$ cat src/rtl/pipe_ctrl_pkg.sv
// Shared pipeline-control definitions: stall FSM encoding and register-index width.
package pipe_ctrl_pkg;

   localparam int REG_W = 5;

   typedef enum logic [1:0] {
      RUN       = 2'd0,
      IMEM_WAIT = 2'd1,
      DMEM_WAIT = 2'd2
   } state_t;

endpackage

$ cat src/rtl/hazard_detect.sv
// Load-use hazard compare: a load in ID/EX writes a register the IF/ID instruction reads.
module hazard_detect
   import pipe_ctrl_pkg::*;
(
   input  logic             memread,
   input  logic [REG_W-1:0] ld_rd,
   input  logic [REG_W-1:0] src_a,
   input  logic [REG_W-1:0] src_b,
   output logic             lu
);

   // r0 is hardwired zero, so a load targeting it never creates a dependency
   assign lu = memread && (ld_rd != '0) && ((ld_rd == src_a) || (ld_rd == src_b));

endmodule

$ cat src/rtl/pipe_stall_ctrl.sv
// Stall/flush controller: same-cycle hazard controls plus a wait-episode FSM
// feeding a saturating stall counter and a sticky memory-timeout flag.
module pipe_stall_ctrl
   import pipe_ctrl_pkg::*;
#(
   parameter int TIMEOUT = 255,
   parameter int CNT_W   = 16
) (
   input  logic             clk,
   input  logic             rst_n,
   input  logic             idex_memread,
   input  logic [REG_W-1:0] idex_rt,
   input  logic [REG_W-1:0] ifid_rs,
   input  logic [REG_W-1:0] ifid_rt,
   input  logic             branch_taken,
   input  logic             imem_ready,
   input  logic             dmem_busy,
   output logic             pc_hold,
   output logic             ifid_hold,
   output logic             ifid_flush,
   output logic             idex_bubble,
   output logic             pipe_freeze,
   output logic [CNT_W-1:0] stall_cnt,
   output logic             timeout_err,
   output logic [1:0]       state
);

   localparam logic [15:0] TO_LIM = 16'(TIMEOUT);

   logic        lu;
   state_t      st, st_nxt;
   logic [15:0] wcnt, wcnt_nxt;

   hazard_detect u_hd (
      .memread (idex_memread),
      .ld_rd   (idex_rt),
      .src_a   (ifid_rs),
      .src_b   (ifid_rt),
      .lu      (lu)
   );

   // freeze > branch flush > fetch wait > load-use
   always_comb begin
      pc_hold     = 1'b0;
      ifid_hold   = 1'b0;
      ifid_flush  = 1'b0;
      idex_bubble = 1'b0;
      pipe_freeze = 1'b0;
      if (dmem_busy) begin
         pipe_freeze = 1'b1;
         pc_hold     = 1'b1;
         ifid_hold   = 1'b1;
      end else if (branch_taken) begin
         ifid_flush  = 1'b1;
         idex_bubble = 1'b1;
      end else if (!imem_ready) begin
         pc_hold     = 1'b1;
         ifid_flush  = 1'b1;
      end else if (lu) begin
         pc_hold     = 1'b1;
         ifid_hold   = 1'b1;
         idex_bubble = 1'b1;
      end
   end

   always_comb begin
      st_nxt = st;
      case (st)
         RUN: begin
            if (dmem_busy)                        st_nxt = DMEM_WAIT;
            else if (!imem_ready && !branch_taken) st_nxt = IMEM_WAIT;
         end
         IMEM_WAIT: begin
            if (dmem_busy)                        st_nxt = DMEM_WAIT;
            else if (imem_ready || branch_taken)  st_nxt = RUN;
         end
         DMEM_WAIT: begin
            if (!dmem_busy) st_nxt = imem_ready ? RUN : IMEM_WAIT;
         end
         default: st_nxt = RUN;
      endcase
   end

   always_comb begin
      wcnt_nxt = '0;
      if (st_nxt == st && st != RUN)
         wcnt_nxt = (wcnt == TO_LIM) ? wcnt : wcnt + 16'd1;
   end

   always_ff @(posedge clk or negedge rst_n) begin
      if (!rst_n) begin
         st          <= RUN;
         wcnt        <= '0;
         stall_cnt   <= '0;
         timeout_err <= 1'b0;
      end else begin
         st   <= st_nxt;
         wcnt <= wcnt_nxt;
         if (pc_hold && stall_cnt != '1) stall_cnt <= stall_cnt + 1'b1;
         if (wcnt_nxt == TO_LIM) timeout_err <= 1'b1;
      end
   end

   assign state = st;

endmodule

$ cat config.mk
export PLATFORM = sky130hd
export DESIGN_NAME = pipe_stall_ctrl
export DESIGN_NICKNAME = d
export VERILOG_FILES = /design/src/rtl/pipe_ctrl_pkg.sv /design/src/rtl/hazard_detect.sv /design/src/rtl/pipe_stall_ctrl.sv
export SDC_FILE = /design/constraint.sdc
export NUM_CORES = 1
export LEC_CHECK = 0
export CORE_MARGIN = 5
export CORE_UTILIZATION = 45
export DETAILED_ROUTE_END_ITERATION = 8
export GPL_ROUTABILITY_DRIVEN = 0
export PLACE_DENSITY = 0.72
export SYNTH_ARGS = -nofsm -noshare
export SYNTH_HDL_FRONTEND = slang
export SYNTH_SLANG_ARGS = --single-unit
$ cat constraint.sdc
create_clock -name clk -period 3.6 [get_ports clk]
set_input_delay 0.72 -clock clk [delete_from_list [all_inputs] [get_ports clk]]
set_output_delay 0.72 -clock clk [all_outputs]
set_load 0.02 [all_outputs]
After elaboration in Yosys (flattened, before gate mapping)
Cells that the tools add are included.

word-level totals
  output and inout port bits = 24
  input bits = 21
  register bits after elaboration = 35

operators by class
  add/sub/neg operators = 2
  equal/unequal tests = 8
  reductions and logical operators = 12
  mux-type cells = 22

operators with widths
  cell                                                  number
  adder 16 x 1 -> 16 bit, second input constant         2
  equality test 16 x 8 -> 1 bit, second input constant  2
  two-way mux 16 bit                                    2
  inequality test 16 bit, second input constant         1
  two-way mux 1 bit                                     14
  equality test 5 bit                                   2
  two-way mux 2 bit                                     5
  case mux 2 bit (3 select lines)                       1
  logical AND 1 bit                                     5
  nonzero test 5 bit                                    1
  equality test 2 x 1 -> 1 bit, second input constant   1
  equality test 2 bit                                   1
  equality test 2 bit, second input constant            1
  logical NOT 1 bit                                     2
  logical NOT 2 bit                                     1
  logical OR 1 bit                                      2
  nonzero test 2 bit                                    1

Logic depth before layout (Yosys ltp)
Gate-level depths: netlist (run 1).

  depth in word-level cells = 9
  gate-level depth with buffers = 10
  gate-level depth less buffers = 8

Cells and area by module
A second synthesis (run 1) with hierarchy kept.

second synthesis, totals
  cell total of the unflattened synthesis = 210
  area, all modules = 2,014.4 µm²

modules (own cells, without submodules)
  module           cells each  instances  area an instance (µm²)
  pipe_stall_ctrl  193         1          1,889.3
  hazard_detect    17          1          125.1

Worst setup path before layout (run 1)
No wires, ideal clock.

  path kind = input to output
  start point = input port idex_rt[2]
  end point = output port ifid_hold
  slack = 1.108 ns
  path buffers = 0
  required time = 2.880 ns
  stages on the path = 6
  arrival time = 1.772 ns
  cells stage by stage = xor2_1 -> nor3_1 -> a22oi_1 -> nor2_1 -> inv_1 -> a21oi_1

on the way
  longest elaborated chain between the ends = 7
  elaborated cells on any way between the ends = 10
  classes of those cells = 2 x eq/ne; 4 x mux; 4 x reduce/logical

RTL lines
  what                                                       RTL line               RTL
  from (decl)                                                pipe_stall_ctrl.sv:12  input logic [REG_W-1:0] idex_rt,
  equality test 5 bit or nonzero test 5 bit (tied branches)  hazard_detect.sv:13    assign lu = memread && (ld_rd != '0) && ((ld_rd == src_a) || (ld_rd == src_b));
  logical OR 1 bit or logical AND 1 bit (tied branches)      hazard_detect.sv:13
  logical AND 1 bit (*)                                      hazard_detect.sv:13
  two-way mux 1 bit (*)                                      pipe_stall_ctrl.sv:59  end else if (lu) begin
  two-way mux 1 bit (*)                                      pipe_stall_ctrl.sv:56  end else if (!imem_ready) begin
  two-way mux 1 bit (*)                                      pipe_stall_ctrl.sv:53  end else if (branch_taken) begin
  two-way mux 1 bit (*)                                      pipe_stall_ctrl.sv:49  if (dmem_busy) begin
  to (decl)                                                  pipe_stall_ctrl.sv:19  output logic ifid_hold,

Mark *: on every way between the ends. The rest lies on a longest branch, timed or not.

Worst setup path in the final report (run 1)
  start point = input port idex_rt[1]
  end point = output port ifid_hold

Same word-level chain as after synthesis.

==> results of run 1 <==
-- path summary, 6_finish.rpt --
kind / slack, ns / cells after the start / end
hold reg to reg: 0.47 / 1 / timeout_err
max in group asynchronous: 2.44 / 2 / stall_cnt[4]
min in group asynchronous: 0.85 / 2 / wcnt[5]
setup / recovery: 0.13 / 8 / ifid_hold
hold / removal: 0.47 / 1 / timeout_err
setup reg to reg: 1.12 / 8 / timeout_err
-- layout make-up --
class | instances | area share
Sequential cell | 35 | 0.334
Tap cell | 52 | 0.0248
Multi-Input combinational cell | 168 | 0.420
Clock buffer | 8 | 0.0381
Inverter | 6 | 0.00858
Timing Repair Buffer | 46 | 0.174
-- metal layers --
layer  vias to the layer above  global-route usage  wire length, um
li1                        858                   -                -
met1                       827               0.196             2110
met2                        24               0.258             2310
met4                         0              0.0464               34
met5                         -                   0                0
met3                         6              0.0417              112
-- worst max-delay path, cell delays in order --
cell,delay [ns]
clkdlybuf4s50_1,0.49
xor2_1,0.20
nor3_1,0.18
a22oi_1,0.13
nor2_2,0.18
inv_1,0.07
a21oi_1,0.15
clkdlybuf4s50_1,0.63
-- cell usage after synthesis, types with 2 or more instances --
master / instances
buf_6: 3
inv_1: 6
clkbuf_1: 3
nor3_1: 15
nor2_1: 28
xor2_1: 23
nand2_1: 8
or4_1: 3
and4_1: 3
a21oi_1: 9
nand3_1: 11
nor3b_1: 2
nand4_1: 8
xnor2_1: 17
a21oi_2: 3
dfrtp_1: 35
nor4_1: 3
o21bai_1: 3
and3_1: 6
or4_4: 2
o21ai_0: 2
o21ai_1: 2
a31oi_1: 5
ha_1: 2
-- kinds of logic after synthesis --
group / Yosys count / synth area share
muxes: 1 / 0.00549
DFF: 35 / 0.427
adders and majority gates: 2 / 0.0122
buffers and inverters: 13 / 0.0366
xor gates and xnor gates: 40 / 0.171
AOI/OAI and AO/OA: 31 / 0.0994
and+or+nand+nor: 94 / 0.249
-- flip-flops by register name (all words and copies together) (netlist names) --
| register | count |
|---|---|
| wcnt | 16 |
| timeout_err | 1 |
| state | 2 |
| stall_cnt | 16 |
-- what timing repair did --
item                       CTS  global route
gates resized for setup      0             2
hold buffers                 0             0
setup endpoints to repair    0             3
-- report_power, final --
| part | leakage, nW | internal (mW) | switching (mW) |
|---|---|---|---|
| sequential | 0.459 | 0.448 | 0.0762 |
| clock | 0.0515 | 0.175 | 0.138 |
| combinational | 0.592 | 0.176 | 0.174 |
-- metrics by stage --
step,util,std cells,hold WS (ns)
floorplan,-,216,0.424
global placement,0.575,307,0.463
global route,0.599,315,0.503
finish,0.599,315,0.475
CTS,0.598,315,0.484
detailed placement,0.575,307,0.465
==> impl_metrics.py, run 1 <==
metrics = {
    "worst_setup_path": {
        "cp_max_fo": 3,
        "arrival_ns": 2.75,
        "crit_path_end_kind": "primary output",
        "crit_type": "in -> out",
        "worstReg2RegStart": "wcnt[0]",
        "worstPathRequired_ns": 2.88,
        "timing.critical_path.from": "idex_rt[1]",
        "startpoint_type": "primary input",
    },
    "clocking": {
        "path_clk_slew_ns": 0.06,
        "cts_sinks": 35,
        "htreeDepth": 2,
        "clock_path_buffers": 2,
        "cts_tree": "yes",
        "root_buffer": "clkbuf_8",
        "cts_buffers": 5,
        "insertion_delay_ns": 0.29,
        "cts_post_setup_buffers_inserted": 0,
    },
    "synth": {
        "seq_area_frac_synth": 0.427,
        "syn_inst": 216,
        "synth_area_um2": 2050,
        "synth_ff_type": "dfrtp_1",
        "synth_area_leaders": "dfrtp_1 (43%), xor2_1 (9.8%), xnor2_1 (7.3%)",
        "synth_edf_count": 0,
        "syn-mean-instance-area_um2": 9.50,
        "synth_cell_types": 38,
        "synth_top_area_share": 0.427,
        "ys_seq_elements": 35,
        "yosysTopAreaCell": "dfrtp_1",
        "syn-num-nets": 239,
        "ys_warn_count": 0,
        "synthArstFlopShare": 1.00,
    },
    "place": {
        "pre_cts_ws_ns": 0.0433,
        "placed_area_um2": 2520,
        "dpl.hpwl_um": 3340,
        "io_buffers": 44,
    },
    "cells_and_area": {
        "layout_commonest_cell": "clkdlybuf4s50_1",
        "final-seq-area_um2": 876,
        "multi_input_area_um2": 1100,
        "drive_above_1_share": 0.0760,
        "fill_cells": 385,
        "area_growth_syn_to_layout_pct": 27.9,
        "final_nets": 285,
        "n_antenna_cell": 0,
        "fin_area_um2": 2630,
        "layout_common_cells": "clkdlybuf4s50_1 (43), dfrtp_1 (35), nor2_1 (27)",
    },
    "global_routing": {
        "grt.total_usage": 0.155,
        "grt_start_max_net_pins": 36,
        "grt_pass1_vias": 1662,
        "grt-ovfl-total": 0,
        "antenna_found_initial": 0,
        "grt_pass1_wl_um": 7650,
    },
    "die": {
        "pin_count": 45,
        "rows": 24,
        "start_util": 0.468,
        "die_w_um": 77.5,
        "die_area_um2": 6010,
        "core_um2": 4380,
        "die_h_um": 77.5,
    },
    "timing": {
        "finalSetupViolCount": 0,
        "max_freq_mhz": 288,
        "setup_tns_ns": 0,
        "finalCritPeriodShare": 0.965,
        "slew_headroom": 0.662,
        "slew_violations": 0,
        "worst_pin_slew_ns": 0.508,
        "rsz0062_at_grt": "no",
        "fin_ws_ns": 0.127,
        "final_hold_viol_count": 0,
        "fin_skew_ns": 0.00667,
        "period_needed_ns": 3.47,
    },
    "route": {
        "viasPerCell": 5.44,
        "drt_iter0_drc": 90,
        "drc": 0,
        "dr_total_vias": 1715,
        "detail-route-antenna-nets": 0,
        "dr.pass1.iters": 6,
        "avgRoutedWirePerCell_um": 14.5,
        "drt_wl_total_um": 4560,
    },
    "power_and_ir_drop": {
        "ir_drop_mv": 0.396,
        "leakagePower_nw": 1.10,
        "p_total_mw": 1.19,
        "power_density_nw_per_um2": 452,
    },
    "flow_run": {
        "drv_cap": 0,
    },
    "hold_path": {
        "hold_class": "reg -> reg",
        "hp-start": "timeout_err",
    },
    "outcome": {
        "status": "finished, final reports clean",
    },
}
No activity file was read; power rests on OpenSTA's default activity.
==> inputs of run 2 (changes only) <==
--- a/config.mk
+++ b/config.mk
@@ -6,10 +6,12 @@
 export NUM_CORES = 1
 export LEC_CHECK = 0
 export CORE_MARGIN = 5
-export CORE_UTILIZATION = 45
+export CORE_UTILIZATION = 54
 export DETAILED_ROUTE_END_ITERATION = 8
 export GPL_ROUTABILITY_DRIVEN = 0
-export PLACE_DENSITY = 0.72
+export GPL_TIMING_DRIVEN = 0
+export PLACE_DENSITY = 0.84
 export SYNTH_ARGS = -nofsm -noshare
 export SYNTH_HDL_FRONTEND = slang
 export SYNTH_SLANG_ARGS = --single-unit
+export TNS_END_PERCENT = 5
==> impl_metrics.py, run 2 (synthesis gave the netlist of run 1 again) <==
metrics = {
    "worst_setup_path": {
        "worst_path_largest_cell_delay_ns": 0.54,
        "startpoint_type": "primary input",
        "crit_path_end_kind": "primary output",
        "critPathSlowestCell": "or4_1",
        "cp_max_fo": 3,
        "path_common_cell": "clkdlybuf4s50_1",
        "crit_chain": "clkdlybuf4s50_1 -> or4_1 -> o21ai_1 -> nor2_2 -> a21oi_1 -> nor2_1 -> clkdlybuf4s50_1",
        "arrival_ns": 2.73,
        "crit_type": "in -> out",
        "worstPathRequired_ns": 2.88,
    },
    "timing": {
        "final_hold_viol_count": 0,
        "worst_pin_slew_ns": 0.772,
        "rsz0062_at_grt": "no",
        "finalCritPeriodShare": 0.958,
        "period_needed_ns": 3.45,
        "max_freq_mhz": 290,
        "fin_skew_ns": 0.00702,
        "slew_headroom": 0.485,
        "setup_tns_ns": 0,
        "slew_violations": 0,
        "finalSetupViolCount": 0,
    },
    "clocking": {
        "insertion_delay_ns": 0.29,
        "cts_tree": "yes",
        "cts_sinks": 35,
        "clock_path_buffers": 2,
        "postCtsHoldBufs": 0,
        "path_clk_slew_ns": 0.07,
        "htreeDepth": 2,
        "root_buffer": "clkbuf_8",
        "cts_buffers": 5,
    },
    "cells_and_area": {
        "final_nets": 289,
        "drive_above_1_share": 0.0899,
        "area_growth_syn_to_layout_pct": 29.8,
        "layout_commonest_cell": "clkdlybuf4s50_1",
        "n_antenna_cell": 0,
        "layout_common_cells": "clkdlybuf4s50_1 (40), dfrtp_1 (35), nor2_1 (27)",
    },
    "power_and_ir_drop": {
        "p_total_mw": 1.24,
        "leakagePower_nw": 1.14,
        "ir_drop_mv": 0.416,
        "power_density_nw_per_um2": 467,
    },
    "global_routing": {
        "grt_pass1_wl_um": 7880,
        "grt_start_max_net_pins": 36,
        "busiest_layer": "met2",
        "met3_usage": 0.0463,
        "grt_use_met1": 0.230,
        "antenna_found_initial": 0,
        "grt_pass1_vias": 1828,
        "grt-ovfl-total": 0,
        "grtUsageMet2": 0.326,
        "grt.total_usage": 0.189,
    },
    "place": {
        "dpl.hpwl_um": 3240,
        "io_buffers": 43,
    },
    "route": {
        "drc": 0,
        "detail-route-antenna-nets": 0,
        "dr.pass1.iters": 4,
        "avgRoutedWirePerCell_um": 14.4,
        "drt_iter0_drc": 140,
        "dr_total_vias": 1790,
        "drt_wl_total_um": 4530,
        "viasPerCell": 5.68,
    },
    "die": {
        "die_area_um2": 5130,
        "rows": 22,
        "die_w_um": 71.6,
        "start_util": 0.560,
        "pin_count": 45,
        "core_um2": 3660,
        "die_h_um": 71.6,
    },
    "hold_path": {
        "hold_class": "reg -> reg",
    },
    "flow_run": {
        "drv_cap": 0,
    },
    "outcome": {
        "status": "finished, final reports clean",
    },
}
[run 2: changes by cell type in the layout (fill, tap and decap cells not counted)]
| cell | before | now |
|---|---|---|
| buf_4 | 2 | 1 |
| buf_6 | 0 | 3 |
| clkdlybuf4s50_1 | 43 | 40 |
| dlymetal6s2s_1 | 1 | 2 |
| clkbuf_8 | 7 | 6 |
| buf_2 | 0 | 1 |
| clkbuf_1 | 1 | 3 |
| clkinv_2 | 0 | 1 |
| bufinv_16 | 0 | 1 |
[run 2: area by class of cell]
type                    count  area (um2)
plain buffers               7        52.6
clock buffers               6        82.6
clock inverters             2        35.0
fillers                   290         998
inverters                   6        22.5
multi-input cells         168        1100
flip-flops and latches     35         876
well taps                  48        60.1
repair buffers             43         430
[run 2: path summary, 6_finish.rpt]
check | start | to | slack, ns | depth (start not counted)
setup / recovery | idex_rt[0] | idex_bubble | 0.15 | 7
max in group asynchronous | rst_n | wcnt[4] | 2.61 | 1
setup reg to reg | wcnt[0] | timeout_err | 1.14 | 10
hold reg to reg | timeout_err | timeout_err | 0.49 | 1
min in group asynchronous | rst_n | wcnt[11] | 0.50 | 1
hold / removal | timeout_err | timeout_err | 0.49 | 1
[run 2: timing repair]
action                                  in CTS  in global routing
gates resized for setup                      0                  3
endpoints found under the setup margin       0                  3
buffers inserted                             0                  0
[run 2: per-layer routing]
layer,part of all wire,wire [um],vias to the layer above
li1,-,-,867
met1,0.44,2010,867
met2,0.49,2220,51
met3,0.057,259,5
met4,0.010,46,0
met5,0,0,-
[run 2: power breakdown]
part | internal, mW | switching, mW | total, mW | leakage, nW
registers | 0.448 | 0.0747 | 0.522 | 0.459
logic | 0.175 | 0.175 | 0.350 | 0.619
clock network | 0.224 | 0.147 | 0.371 | 0.0612
total | 0.846 | 0.397 | 1.24 | 1.14
[run 2: stage by stage]
| stage | cell area [um2] | utilization | hold slack (ns) | setup slack (ns) | instances |
|---|---|---|---|---|---|
| detailed placement | 2540 | 0.693 | 0.479 | 0.0184 | 307 |
| CTS | 2660 | 0.725 | 0.496 | 0.0121 | 315 |
| floorplan | 2050 | - | 0.424 | 1.11 | 216 |
| global placement | 2540 | 0.694 | 0.471 | 0.0397 | 307 |
| global route | 2660 | 0.727 | 0.508 | 0.00725 | 315 |
| finish | 2660 | 0.727 | 0.485 | 0.150 | 315 |
[run 2: critical path, delay by kind of cell]
kind | cells | cell delay [ns]
compound gates | 2 | 0.34
buf+inv | 2 | 1.00
simple gates | 3 | 0.68
